==> src/rtl/serial_nibble_collector.sv <==
// serial_nibble_collector: packs converter bits D (LSB first) into nibbles,
// ORs the B flag per nibble, and queues {flag, nibble} in a show-ahead FIFO.
module serial_nibble_collector #(
  parameter int DEPTH = 4,
  parameter int CNT_W = 8
) (
  input  logic                     CLK,
  input  logic                     CLR,
  input  logic                     EN,
  input  logic                     SYNC,
  input  logic                     D,
  input  logic                     B,
  input  logic                     OUT_READY,
  output logic                     OUT_VALID,
  output logic [3:0]               OUT_DATA,
  output logic                     OUT_FLAG,
  output logic [$clog2(DEPTH):0]   LEVEL,
  output logic                     OVF,
  output logic [CNT_W-1:0]         FLAG_CNT
);

  localparam int AW = $clog2(DEPTH);
  localparam int LW = AW + 1;

  logic [1:0]    phase;
  logic [2:0]    bits;
  logic          flag_acc;

  logic [4:0]    mem [DEPTH];
  logic [AW-1:0] wr_ptr;
  logic [AW-1:0] rd_ptr;
  logic [LW-1:0] count;

  logic          restart;
  logic          step;
  logic          push;
  logic          push_flag;
  logic          full;
  logic          pop;
  logic          accept;
  logic          drop;

  // Decode this cycle's collector action and the FIFO handshake.
  always_comb begin
    restart   = EN & SYNC;
    push      = EN & ~SYNC & (phase == 2'd3);
    step      = EN & ~SYNC & (phase != 2'd3);
    push_flag = B | flag_acc;
    full      = (count == LW'(DEPTH));
    pop       = OUT_VALID & OUT_READY;
    accept    = push & (~full | pop);
    drop      = push & full & ~pop;
  end

  // Show-ahead head; zero whenever the FIFO is empty.
  always_comb begin
    OUT_VALID = (count != '0);
    OUT_DATA  = '0;
    OUT_FLAG  = 1'b0;
    if (OUT_VALID) begin
      OUT_DATA = mem[rd_ptr][3:0];
      OUT_FLAG = mem[rd_ptr][4];
    end
    LEVEL = count;
  end

  // Serial collector: phase, partial nibble and running flag.
  always_ff @(posedge CLK or posedge CLR) begin
    if (CLR) begin
      phase    <= 2'd0;
      bits     <= 3'd0;
      flag_acc <= 1'b0;
    end else begin
      unique case (1'b1)
        restart: begin
          bits     <= {2'b00, D};
          flag_acc <= B;
          phase    <= 2'd1;
        end
        push: begin
          bits     <= 3'd0;
          flag_acc <= 1'b0;
          phase    <= 2'd0;
        end
        step: begin
          bits[phase] <= D;
          flag_acc    <= flag_acc | B;
          phase       <= phase + 2'd1;
        end
        default: ;
      endcase
    end
  end

  // Storage array; only written on an accepted push.
  always_ff @(posedge CLK) begin
    if (accept) begin
      mem[wr_ptr] <= {push_flag, D, bits};
    end
  end

  // FIFO pointers and occupancy.
  always_ff @(posedge CLK or posedge CLR) begin
    if (CLR) begin
      wr_ptr <= '0;
      rd_ptr <= '0;
      count  <= '0;
    end else begin
      if (accept) wr_ptr <= wr_ptr + AW'(1);
      if (pop)    rd_ptr <= rd_ptr + AW'(1);
      unique case ({accept, pop})
        2'b10:   count <= count + LW'(1);
        2'b01:   count <= count - LW'(1);
        default: ;
      endcase
    end
  end

  // Sticky overflow and saturating flagged-word count.
  always_ff @(posedge CLK or posedge CLR) begin
    if (CLR) begin
      OVF      <= 1'b0;
      FLAG_CNT <= '0;
    end else begin
      if (drop) OVF <= 1'b1;
      if (accept && push_flag && (FLAG_CNT != '1))
        FLAG_CNT <= FLAG_CNT + CNT_W'(1);
    end
  end

endmodule

==> config.mk <==
export PLATFORM = sky130hd
export DESIGN_NAME = serial_nibble_collector
export DESIGN_NICKNAME = d
export VERILOG_FILES = /design/src/rtl/serial_nibble_collector.sv
export SDC_FILE = /design/constraint.sdc
export NUM_CORES = 1
export LEC_CHECK = 0
export CAP_MARGIN = 20
export CORE_MARGIN = 1.5
export CORE_UTILIZATION = 45
export DETAILED_ROUTE_END_ITERATION = 8
export PLACE_DENSITY = 0.7
export SYNTH_ARGS = -nofsm -noshare
export SYNTH_HDL_FRONTEND = slang
export SYNTH_SLANG_ARGS = --single-unit
==> constraint.sdc <==
create_clock -name CLK -period 3 [get_ports CLK]
set_input_delay 0.45 -clock CLK [delete_from_list [all_inputs] [get_ports CLK]]
set_output_delay 0.45 -clock CLK [all_outputs]
set_load 0.03 [all_outputs]
==> flow_metrics.py <==
metrics = {
    "outcome": {
        "status": "finished, final reports clean",
    },
    "clocking": {
        "cts_buffers": 5,
        "cts_repair_resize_count": 0,
        "root_buffer": "clkbuf_8",
        "cts_tree": "done",
        "htreeDepth": 2,
        "clkTransAtPathRegs_ns": 0.08,
        "clk_path_buf_depth": 2,
        "cts_setup_buffers": 0,
        "cts_hold_buf": 0,
        "clk_latency_ns": 0.29,
        "cts.sinks": 42,
    },
    "critical_path": {
        "r2r-start": "phase[0]$_DFFE_PP0P_",
        "crit_path_end": "OUT_DATA[2]",
        "path_buf_inv": 1,
        "cpLargestDelayFamily": "flip-flops",
        "slowest_delay_ns": 0.60,
        "worst-r2r-cell-count": 6,
        "cp-start-kind": "flop",
        "crit_path_start": "rd_ptr[0]$_DFFE_PP0P_",
        "arrival_ns": 2.19,
        "criticalPathCategory": "reg -> out",
        "crit_slowest_cell": "dfrtp_1",
        "crit_path_end_kind": "output port",
        "worstPathMaxFanout": 7,
        "r2r_slack_ns": 0.72,
        "r2r-end": "LEVEL[2]$_DFFE_PP0P_",
        "critPathRequiredTime_ns": 2.55,
        "crit_cells": 3,
        "crit_chain": "mux4_2 > and2_1 > clkdlybuf4s50_1",
    },
    "synthesis": {
        "synth_cell_types": 38,
        "ys_seq_elements": 42,
        "synthTopCellsByArea": "edfxtp_1 (30%), dfrtp_1 (27%), ha_1 (5.5%)",
        "synth-edff-count": 20,
        "synth_commonest_cells": "dfrtp_1 (22), edfxtp_1 (20), inv_1 (10), xnor2_1 (10)",
        "postSynthCellCount": 156,
        "synthArstFlopShare": 0.524,
        "synth_top_family_by_area": "simple AND/OR/NAND/NOR gates",
        "synth_most_common_cell": "dfrtp_1",
        "synth_top_area_frac": 0.295,
        "yosys_warnings": 0,
        "synth_xor_area_frac": 0.0473,
        "syn_area_per_cell_um2": 13.0,
        "ys_seq_area_frac": 0.565,
        "synth_top_cell_by_area": "edfxtp_1",
        "syn_nets": 173,
        "synth_top_flop_cell": "dfrtp_1",
        "synthAdderAreaFrac": 0.0652,
        "synth_simple_gate_area_frac": 0.145,
        "synth_compound_area_frac": 0.0879,
        "syn_area_um2": 2040,
        "synthMuxAreaShare": 0.0608,
    },
    "power_and_ir_drop": {
        "power_density_nw_per_um2": 839,
        "irDropWorstVdd_mv": 0.341,
        "leakage_nw": 0.988,
    },
    "grt": {
        "overflow": 0,
        "antenna_found_initial": 0,
        "grt_max_degree": 23,
        "grt_pass1_wl_um": 6040,
        "grt_pass1_vias": 1282,
        "grt_util_all_layers": 0.157,
    },
    "route": {
        "vias": 1267,
        "dr.pass1.iters": 6,
        "wl_per_cell_um": 15.2,
        "drt-total-wl_um": 3610,
        "drt_iter0_markers": 58,
        "routed_via_density": 5.35,
        "drc": 0,
        "final_antenna_net_count": 0,
    },
    "floorplan": {
        "die_w_um": 70.3,
        "die_h_um": 70.3,
        "dieArea_um2": 4940,
        "boundaryPins": 25,
        "rows": 24,
        "start_util": 0.468,
        "core_area_um2": 4350,
    },
    "sta": {
        "rsz0062_at_grt": "false",
        "worst_pin_slew_ns": 0.869,
        "slew_viol_final": 0,
        "setup_viol": 0,
        "relSlewSlack": 0.420,
        "setup_slack_ns": 0.360,
        "finalCritPeriodShare": 0.880,
        "holdWs_ns": 0.479,
        "finalHoldViolCount": 0,
        "clock.fmax_mhz": 379,
        "period_minus_slack_ns": 2.64,
        "tns_ns": 0,
        "skew_ns": 0.00785,
    },
    "placed_design": {
        "portBuffers": 24,
        "dp_hpwl_um": 2580,
        "gp_congestion": 0.797,
        "pre_cts_ws_ns": 0.308,
    },
    "job": {
        "drv_cap": 0,
    },
    "final_layout": {
        "drive_above_1_share": 0.124,
        "layout.area.seq_um2": 1150,
        "fillers": 361,
        "multi_input_area_um2": 827,
        "syn_to_final_growth_pct": 20.1,
        "fin_nets": 201,
        "final_core_util": 0.561,
        "n_antenna_cell": 0,
    },
    "min_path": {
        "min_path_type": "reg -> reg",
    },
}
-- cell families (layout without fill, tap and decap cells) --
group                      after synthesis  after routing
and+or+nand+nor                         46             46
DFF                                     42             42
AOI/OAI and AO/OA                       26             26
buffers and inverters                   15             44
xor gates and xnor gates                11             11
adders and majority gates               10             10
muxes                                    6              6
-- final cells by class --
type	instances	share of cell area
Sequential cell	42	0.471
Multi-Input combinational cell	99	0.338
Timing Repair Buffer	26	0.104
Clock buffer	5	0.0281
Tap cell	52	0.0266
Clock inverter	3	0.0164
Inverter	10	0.0154
-- per-stage QoR --
step	total power [W]	std cells	instance area [µm²]
final	0.00205	237	2440
after detailed placement	0.00164	229	2340
after global routing	0.00217	237	2440
after CTS	0.00207	237	2440
after global placement	0.00160	229	2340
after floorplan	0.00136	156	2040
-- cell usage in the layout (no fill, tap or decap), types with 2 or more instances in the layout --
| cell | Yosys | layout |
|---|---|---|
| mux4_2 | 5 | 5 |
| and3_1 | 2 | 2 |
| nor2_1 | 8 | 8 |
| ha_1 | 9 | 9 |
| clkbuf_8 | 0 | 5 |
| o21ai_0 | 8 | 8 |
| nand3_1 | 8 | 8 |
| clkinv_2 | 0 | 2 |
| edfxtp_1 | 20 | 20 |
| inv_1 | 10 | 10 |
| a21oi_1 | 7 | 7 |
| and2_1 | 9 | 9 |
| a22o_1 | 2 | 2 |
| nor4b_4 | 2 | 2 |
| clkdlybuf4s50_1 | 0 | 24 |
| or3_1 | 2 | 2 |
| buf_4 | 0 | 2 |
| nand2_1 | 7 | 7 |
| xnor2_1 | 10 | 10 |
| dfrtp_1 | 22 | 22 |
| o221ai_1 | 2 | 2 |
-- routing by layer --
layer  share of wire  vias up  global-route usage
met5               0        -                   0
met4          0.0075        0              0.0406
met3           0.036        6              0.0433
met2            0.48       26               0.260
met1            0.48      620               0.203
li1                -      615                   -
-- report_power, final --
| group | leakage (nW) | total (W) | switching [W] | internal [W] |
|---|---|---|---|---|
| logic | 0.467 | 0.000786 | 0.000405 | 0.000381 |
| clock network | 0.0579 | 0.000441 | 0.000196 | 0.000245 |
| registers | 0.463 | 0.000825 | 0.000135 | 0.000690 |
-- state kept, by name, summed over array words and instances, names as in the netlist --
register	cells
LEVEL	3
OVF	1
mem	20
bits	3
FLAG_CNT	8
rd_ptr	2
flag_acc	1
phase	2
wr_ptr	2
-- worst min path at each step --
stage / start / endpoint / slack (ns) / cells past startpoint
4_1_cts: OVF$_DFFE_PP0P_ / OVF$_DFFE_PP0P_ / 0.48 / 1
3_5_place_dp: OVF$_DFFE_PP0P_ / OVF$_DFFE_PP0P_ / 0.46 / 1
5_1_grt: OVF$_DFFE_PP0P_ / OVF$_DFFE_PP0P_ / 0.49 / 1
2_1_floorplan: CLR / FLAG_CNT[0]$_DFFE_PP0P_ / 0.44 / 1
3_3_place_gp: OVF$_DFFE_PP0P_ / OVF$_DFFE_PP0P_ / 0.44 / 1
6_report: OVF$_DFFE_PP0P_ / OVF$_DFFE_PP0P_ / 0.48 / 1
-- worst register-to-register path: cells and delay by family (launching register included) --
family | cells | cell delay (ns)
adder cells (fa/ha/maj) | 2 | 0.74
AND/OR/NAND/NOR | 3 | 0.70
flip-flops | 1 | 0.42
AO/OA/AOI/OAI | 1 | 0.32
No activity file was read; power rests on OpenSTA's default activity.
